<file path="config.mk">
export PLATFORM = sky130hd
export DESIGN_NAME = gpi_pattern_sequencer
export DESIGN_NICKNAME = d
export VERILOG_FILES = /design/src/rtl/gpi_seq_pkg.sv /design/src/rtl/gpi_tick_gen.sv /design/src/rtl/gpi_pattern_sequencer.sv
export SDC_FILE = /design/constraint.sdc
export NUM_CORES = 1
export LEC_CHECK = 0
export BUFFER_PORTS_ARGS = -buffer_cell sky130_fd_sc_hd__buf_2
export CAP_MARGIN = 20
export CORE_MARGIN = 4
export CORE_UTILIZATION = 60
export DETAILED_ROUTE_END_ITERATION = 8
export PLACE_DENSITY = 0.77
export SYNTH_ARGS = -nofsm -noshare
export SYNTH_HDL_FRONTEND = slang
export SYNTH_HIERARCHICAL = 1
export SYNTH_SLANG_ARGS = --single-unit
</file>
<file path="constraint.sdc">
create_clock -name clk -period 2.6 [get_ports clk]
set_clock_uncertainty 0.1 [all_clocks]
set_input_delay 0.26 -clock clk [delete_from_list [all_inputs] [get_ports clk]]
set_output_delay 0.26 -clock clk [all_outputs]
set_load 0.02 [all_outputs]
</file>
<file path="src/rtl/gpi_seq_pkg.sv">
// rtl/gpi_seq_pkg.sv - shared state encoding for the GPI pattern sequencer
package gpi_seq_pkg;

    typedef enum logic [1:0] {
        ST_IDLE = 2'd0,
        ST_HOLD = 2'd1,
        ST_DONE = 2'd2
    } seq_state_t;

    localparam int SEQ_STATE_W = 2;

endpackage

</file>
<file path="src/rtl/gpi_tick_gen.sv">
// rtl/gpi_tick_gen.sv - clock-enable prescaler; tick is high for one clk every PRESCALE clks
module gpi_tick_gen #(
    parameter int PRESCALE = 4
) (
    input  logic clk,
    input  logic rst_n,
    input  logic clr,
    output logic tick
);

    localparam int CW = (PRESCALE > 1) ? $clog2(PRESCALE) : 1;
    localparam logic [CW-1:0] CNT_MAX = CW'(PRESCALE - 1);

    logic [CW-1:0] cnt;

    always_ff @(posedge clk) begin
        if (!rst_n || clr) begin
            cnt <= '0;
        end else if (cnt == CNT_MAX) begin
            cnt <= '0;
        end else begin
            cnt <= cnt + CW'(1);
        end
    end

    assign tick = (cnt == CNT_MAX);

endmodule

</file>
<file path="src/rtl/gpi_pattern_sequencer.sv">
// rtl/gpi_pattern_sequencer.sv - steps the GPI bus through a programmable (value, hold) table
module gpi_pattern_sequencer
    import gpi_seq_pkg::*;
#(
    parameter int DATA_W   = 8,
    parameter int DEPTH    = 4,
    parameter int DUR_W    = 16,
    parameter int PRESCALE = 4,
    parameter logic [DATA_W-1:0] IDLE_VAL = '0,
    localparam int AW = $clog2(DEPTH)
) (
    input  logic              clk,
    input  logic              rst_n,
    input  logic              cfg_we,
    input  logic [AW-1:0]     cfg_addr,
    input  logic [DATA_W-1:0] cfg_value,
    input  logic [DUR_W-1:0]  cfg_hold,
    input  logic [AW-1:0]     seq_last,
    input  logic              loop_en,
    input  logic              start,
    input  logic              stop,
    output logic [DATA_W-1:0] gpi,
    output logic              busy,
    output logic [AW-1:0]     step_idx,
    output logic              step_pulse,
    output logic              done
);

    logic [DATA_W-1:0] tbl_value [DEPTH];
    logic [DUR_W-1:0]  tbl_hold  [DEPTH];

    seq_state_t        state;
    logic [AW-1:0]     last;
    logic [DUR_W-1:0]  remain;
    logic [AW-1:0]     nxt_idx;
    logic              accept;
    logic              tick;

    // A zero hold still drives the entry for one tick.
    function automatic logic [DUR_W-1:0] eff_hold(input logic [DUR_W-1:0] h);
        return (h == '0) ? DUR_W'(1) : h;
    endfunction

    assign accept  = (state != ST_HOLD) && start && !stop;
    assign nxt_idx = step_idx + AW'(1);

    gpi_tick_gen #(
        .PRESCALE (PRESCALE)
    ) u_tick_gen (
        .clk   (clk),
        .rst_n (rst_n),
        .clr   (accept),
        .tick  (tick)
    );

    // Writes commit at the edge, so a reload in the same cycle sees the old entry.
    always_ff @(posedge clk) begin
        if (!rst_n) begin
            for (int i = 0; i < DEPTH; i++) begin
                tbl_value[i] <= '0;
                tbl_hold[i]  <= '0;
            end
        end else if (cfg_we) begin
            tbl_value[cfg_addr] <= cfg_value;
            tbl_hold[cfg_addr]  <= cfg_hold;
        end
    end

    always_ff @(posedge clk) begin
        if (!rst_n) begin
            state      <= ST_IDLE;
            gpi        <= IDLE_VAL;
            busy       <= 1'b0;
            done       <= 1'b0;
            step_pulse <= 1'b0;
            step_idx   <= '0;
            last       <= '0;
            remain     <= '0;
        end else begin
            done       <= 1'b0;
            step_pulse <= 1'b0;
            case (state)
                ST_IDLE, ST_DONE: begin
                    if (stop) begin
                        state    <= ST_IDLE;
                        gpi      <= IDLE_VAL;
                        busy     <= 1'b0;
                        step_idx <= '0;
                    end else if (start) begin
                        state      <= ST_HOLD;
                        last       <= seq_last;
                        step_idx   <= '0;
                        gpi        <= tbl_value[0];
                        remain     <= eff_hold(tbl_hold[0]);
                        step_pulse <= 1'b1;
                        busy       <= 1'b1;
                    end
                end
                ST_HOLD: begin
                    if (stop) begin
                        state    <= ST_IDLE;
                        gpi      <= IDLE_VAL;
                        busy     <= 1'b0;
                        step_idx <= '0;
                    end else if (tick) begin
                        if (remain > DUR_W'(1)) begin
                            remain <= remain - DUR_W'(1);
                        end else if (step_idx < last) begin
                            step_idx   <= nxt_idx;
                            gpi        <= tbl_value[nxt_idx];
                            remain     <= eff_hold(tbl_hold[nxt_idx]);
                            step_pulse <= 1'b1;
                        end else if (loop_en) begin
                            step_idx   <= '0;
                            gpi        <= tbl_value[0];
                            remain     <= eff_hold(tbl_hold[0]);
                            step_pulse <= 1'b1;
                        end else begin
                            state <= ST_DONE;
                            done  <= 1'b1;
                            busy  <= 1'b0;
                        end
                    end
                end
                default: begin
                    state <= ST_IDLE;
                    gpi   <= IDLE_VAL;
                    busy  <= 1'b0;
                end
            endcase
        end
    end

endmodule

</file>
==> impl_metrics.yaml <==
floorplanning:
  core_area_mm2: 0.0104
  io_pins: 47
  die_w_um: 111
  start_util_pct: 62.0
  row_count: 37
  die_area_mm2: 0.0124
  die_height_um: 111
sta:
  min_period_ns: 2.40
  finalMaxSlewViolations: 0
  rsz0062_at_grt: "no"
  fmax_mhz: 417
  fin_tns_setup_ns: 0
  hold_viol: 0
  timing.final.crit_share_pct: 92.1
  setup_violations: 0
  tightest_slew_ns: 0.603
  relSlewSlack_pct: 59.6
  holdWs_ns: 0.0361
critical_path:
  critPathSlowestCell: "mux4_1"
  cp_data_arrival_time_ns: 2.72
  path_cells: "buf_12, mux4_1, nor4_2, nand4_1, and4b_1, a2111oi_2"
  reg2reg_to: "remain[0]$_SDFFE_PN0P_"
  cp_max_fo: 25
  rr_startpoint: "step_idx[1]$_SDFFE_PN0P_"
  r2r_cells: 6
  startpoint_type: "flip-flop"
  crit_family: "simple AND/OR/NAND/NOR gates"
  r2r_slack_ns: 0.20
  required_ns: 2.93
  cp.buffers_inverters: 1
  worstSetupPathType: "flip-flop to flip-flop"
  slowest_delay_ns: 0.63
  crit_path_end_kind: "flip-flop"
synthesis:
  synth-edff-count: 96
  syn_nets: 572
  ys_async_sr_fraction_pct: 0
  synthTopCellsByArea: "edfxtp_1 (45%), dfxtp_1 (11%), and2_1 (7.1%), mux4_1 (5.3%), and3_1 (2.8%)"
  synth_xor_area_share_pct: 1.23
  ys_top_cells_by_count: "edfxtp_1 (96), and2_1 (73), o21ai_0 (35)"
  synth_top_area_cell: "edfxtp_1"
  synth_fa_ha_area_share_pct: 0.779
  synthCells: 534
  netlist.area_leader.share_pct: 44.9
  synthDistinctLibCells: 65
  syn_avg_cell_area_um2: 12.0
  synth_seq_cells: 130
  ys.flop_type: "edfxtp_1"
  synth_compound_area_share_pct: 11.8
  muxShareOfSynthArea_pct: 8.39
  synth_most_common_cell: "edfxtp_1"
  synthSimpleGateAreaFrac_pct: 19.8
  synth_area_mm2: 0.00643
  yosysSeqAreaShare_pct: 55.5
  ys_warn_count: 6
  synth_top_family_by_area: "simple AND/OR/NAND/NOR gates"
layout:
  nNetsFinal: 659
  fillers: 693
  area_growth_pct: 20.0
  drive_above_1_share_pct: 19.6
  antennaDiodeCount: 0
route:
  num_vias: 4838
  wl_per_cell_um: 20.7
  first_pass_iters: 6
  wl_um: 15900
  via_per_inst: 6.29
  drtIter0Drc: 474
  drc: 0
  drtAntennaViolNets: 0
clock_network:
  cts.path.max_buffers: 2
  htreeDepth: 4
  cts_root_buf: "clkbuf_8"
  cts_sinks: 130
  cts.repair.resized: 0
  clock_latency_ns: 0.53
  cts_buffers: 17
  cts_tree: "built"
  clkSlewWorstSetupHoldPaths_ns: 0.06
  post_cts_buffers: 0
status:
  status: "finished, final reports clean"
global_routing:
  grt_pass1_vias: 4876
  grt_overflow: 0
  grt_use_total_pct: 26.9
  grt_pass1_wl_um: 26000
  antenna_found_initial: 0
  grt_max_degree: 37
placement:
  gp_congestion: 0.901
  io_buffers: 46
  dp_hpwl_um: 10100
power_and_ir_drop:
  power_density_mw_per_mm2: 673
  net-switching-power_w: 0.00130
  intPower_w: 0.00389
  irDropWorstVdd_uv: 623
  p_seq_share_pct: 47.6
  switching_share_pct: 25.1
  combPwrFrac_pct: 12.0
  cellLeakagePower_nw: 2.90
  p_clk_share_pct: 40.4
min_path:
  hold_start: "stop"
  holdPathStages: 3
  min_to: "done$_SDFF_PP0_"
  hold_class: "primary input to flip-flop"
run:
  maxCapViolations: 0
## through the flow
step	total power, W	worst slack [ns]	std cells	instance area [um^2]	util [%]
finish	0.00519	0.204	769	7710	74.3
global route	0.00538	0.0556	769	7710	74.3
CTS	0.00519	0.206	769	7710	74.3
detailed placement	0.00308	0.238	709	6900	66.6
global placement	0.00306	0.269	709	6900	66.6
floorplan	0.00287	0.297	534	6430	-
## area by class of cell
class	count	area (um^2)	share of cell area (%)
Clock buffer	19	422	5.47
Clock inverter	12	92.6	1.20
Inverter	6	22.5	0.292
Multi-Input combinational cell	367	2710	35.2
Sequential cell	130	3560	46.2
Tap cell	136	170	2.21
Timing Repair Buffer	99	726	9.41
## registers in the layout, indices dropped and copies added (netlist names)
signal,count
step_pulse,1
tbl_value,32
gpi,8
state,2
remain,16
step_idx,2
tbl_hold,64
done,1
u_tick_gen/cnt,2
last,2
## repair_timing
action / in CTS / in global routing
endpoints found under the hold margin: 99 / 0
setup endpoints to repair: 0 / 0
hold buffers: 29 / 0
## power groups by stage
stage | logic [W] | registers [W] | clock network, W
2_1_floorplan | 0.000387 | 0.00248 | 0
6_report | 0.000623 | 0.00247 | 0.00210
3_5_place_dp | 0.000580 | 0.00250 | 0
5_1_grt | 0.000683 | 0.00248 | 0.00221
4_1_cts | 0.000615 | 0.00247 | 0.00211
3_3_place_gp | 0.000564 | 0.00250 | 0
## how the worst max path moves through the flow
stage / start / endpoint / slack (ns) / cells after the start
final: step_idx[1]$_SDFFE_PN0P_ / remain[0]$_SDFFE_PN0P_ / 0.20 / 6
after global routing: remain[0]$_SDFFE_PN0P_ / remain[1]$_SDFFE_PN0P_ / 0.06 / 7
after CTS: step_idx[1]$_SDFFE_PN0P_ / remain[0]$_SDFFE_PN0P_ / 0.21 / 6
after detailed placement: step_idx[1]$_SDFFE_PN0P_ / remain[0]$_SDFFE_PN0P_ / 0.24 / 6
after global placement: step_idx[1]$_SDFFE_PN0P_ / remain[0]$_SDFFE_PN0P_ / 0.27 / 6
after floorplan: step_idx[1]$_SDFFE_PN0P_ / remain[0]$_SDFFE_PN0P_ / 0.30 / 7
## kinds of logic after synthesis
group	after synthesis
muxes	28
buffers and inverters	37
xor gates and xnor gates	9
DFF	130
AOI/OAI and AO/OA	117
and+or+nand+nor	209
adders and majority gates	4
## routing by layer
layer	track usage (%)	share of wire (%)
met3	6.90	7.7
met2	42.6	48
met5	0	0
met1	36.9	43
met4	8.35	1.7
## cell usage in the layout, fill, tap and decap left out, types with 3 or more instances in the layout
cell type / n
xnor2_1: 7
mux2i_1: 4
and3_1: 29
buf_4: 22
o22ai_1: 8
nand3_1: 12
ha_1: 4
clkbuf_16: 16
nand2_1: 21
edfxtp_1: 96
o21ai_0: 35
nor2_1: 18
dfxtp_1: 34
buf_2: 46
a21oi_1: 29
a221oi_1: 6
mux4_2: 3
clkinv_1: 7
a211oi_1: 4
a22o_1: 9
nor4_1: 10
clkinvlp_4: 3
inv_1: 5
nor4_2: 6
dlygate4sd3_1: 29
mux4_1: 13
nand2b_1: 5
mux2_2: 8
and2_1: 73
nand4_1: 4
a21o_1: 4
nor3_1: 9
## worst min-delay path, cell delays in order
cell and delay (ns):
buf_2 0.13, nor2_1 0.07, and3_1 0.16
(Power assumes the default switching activity.)
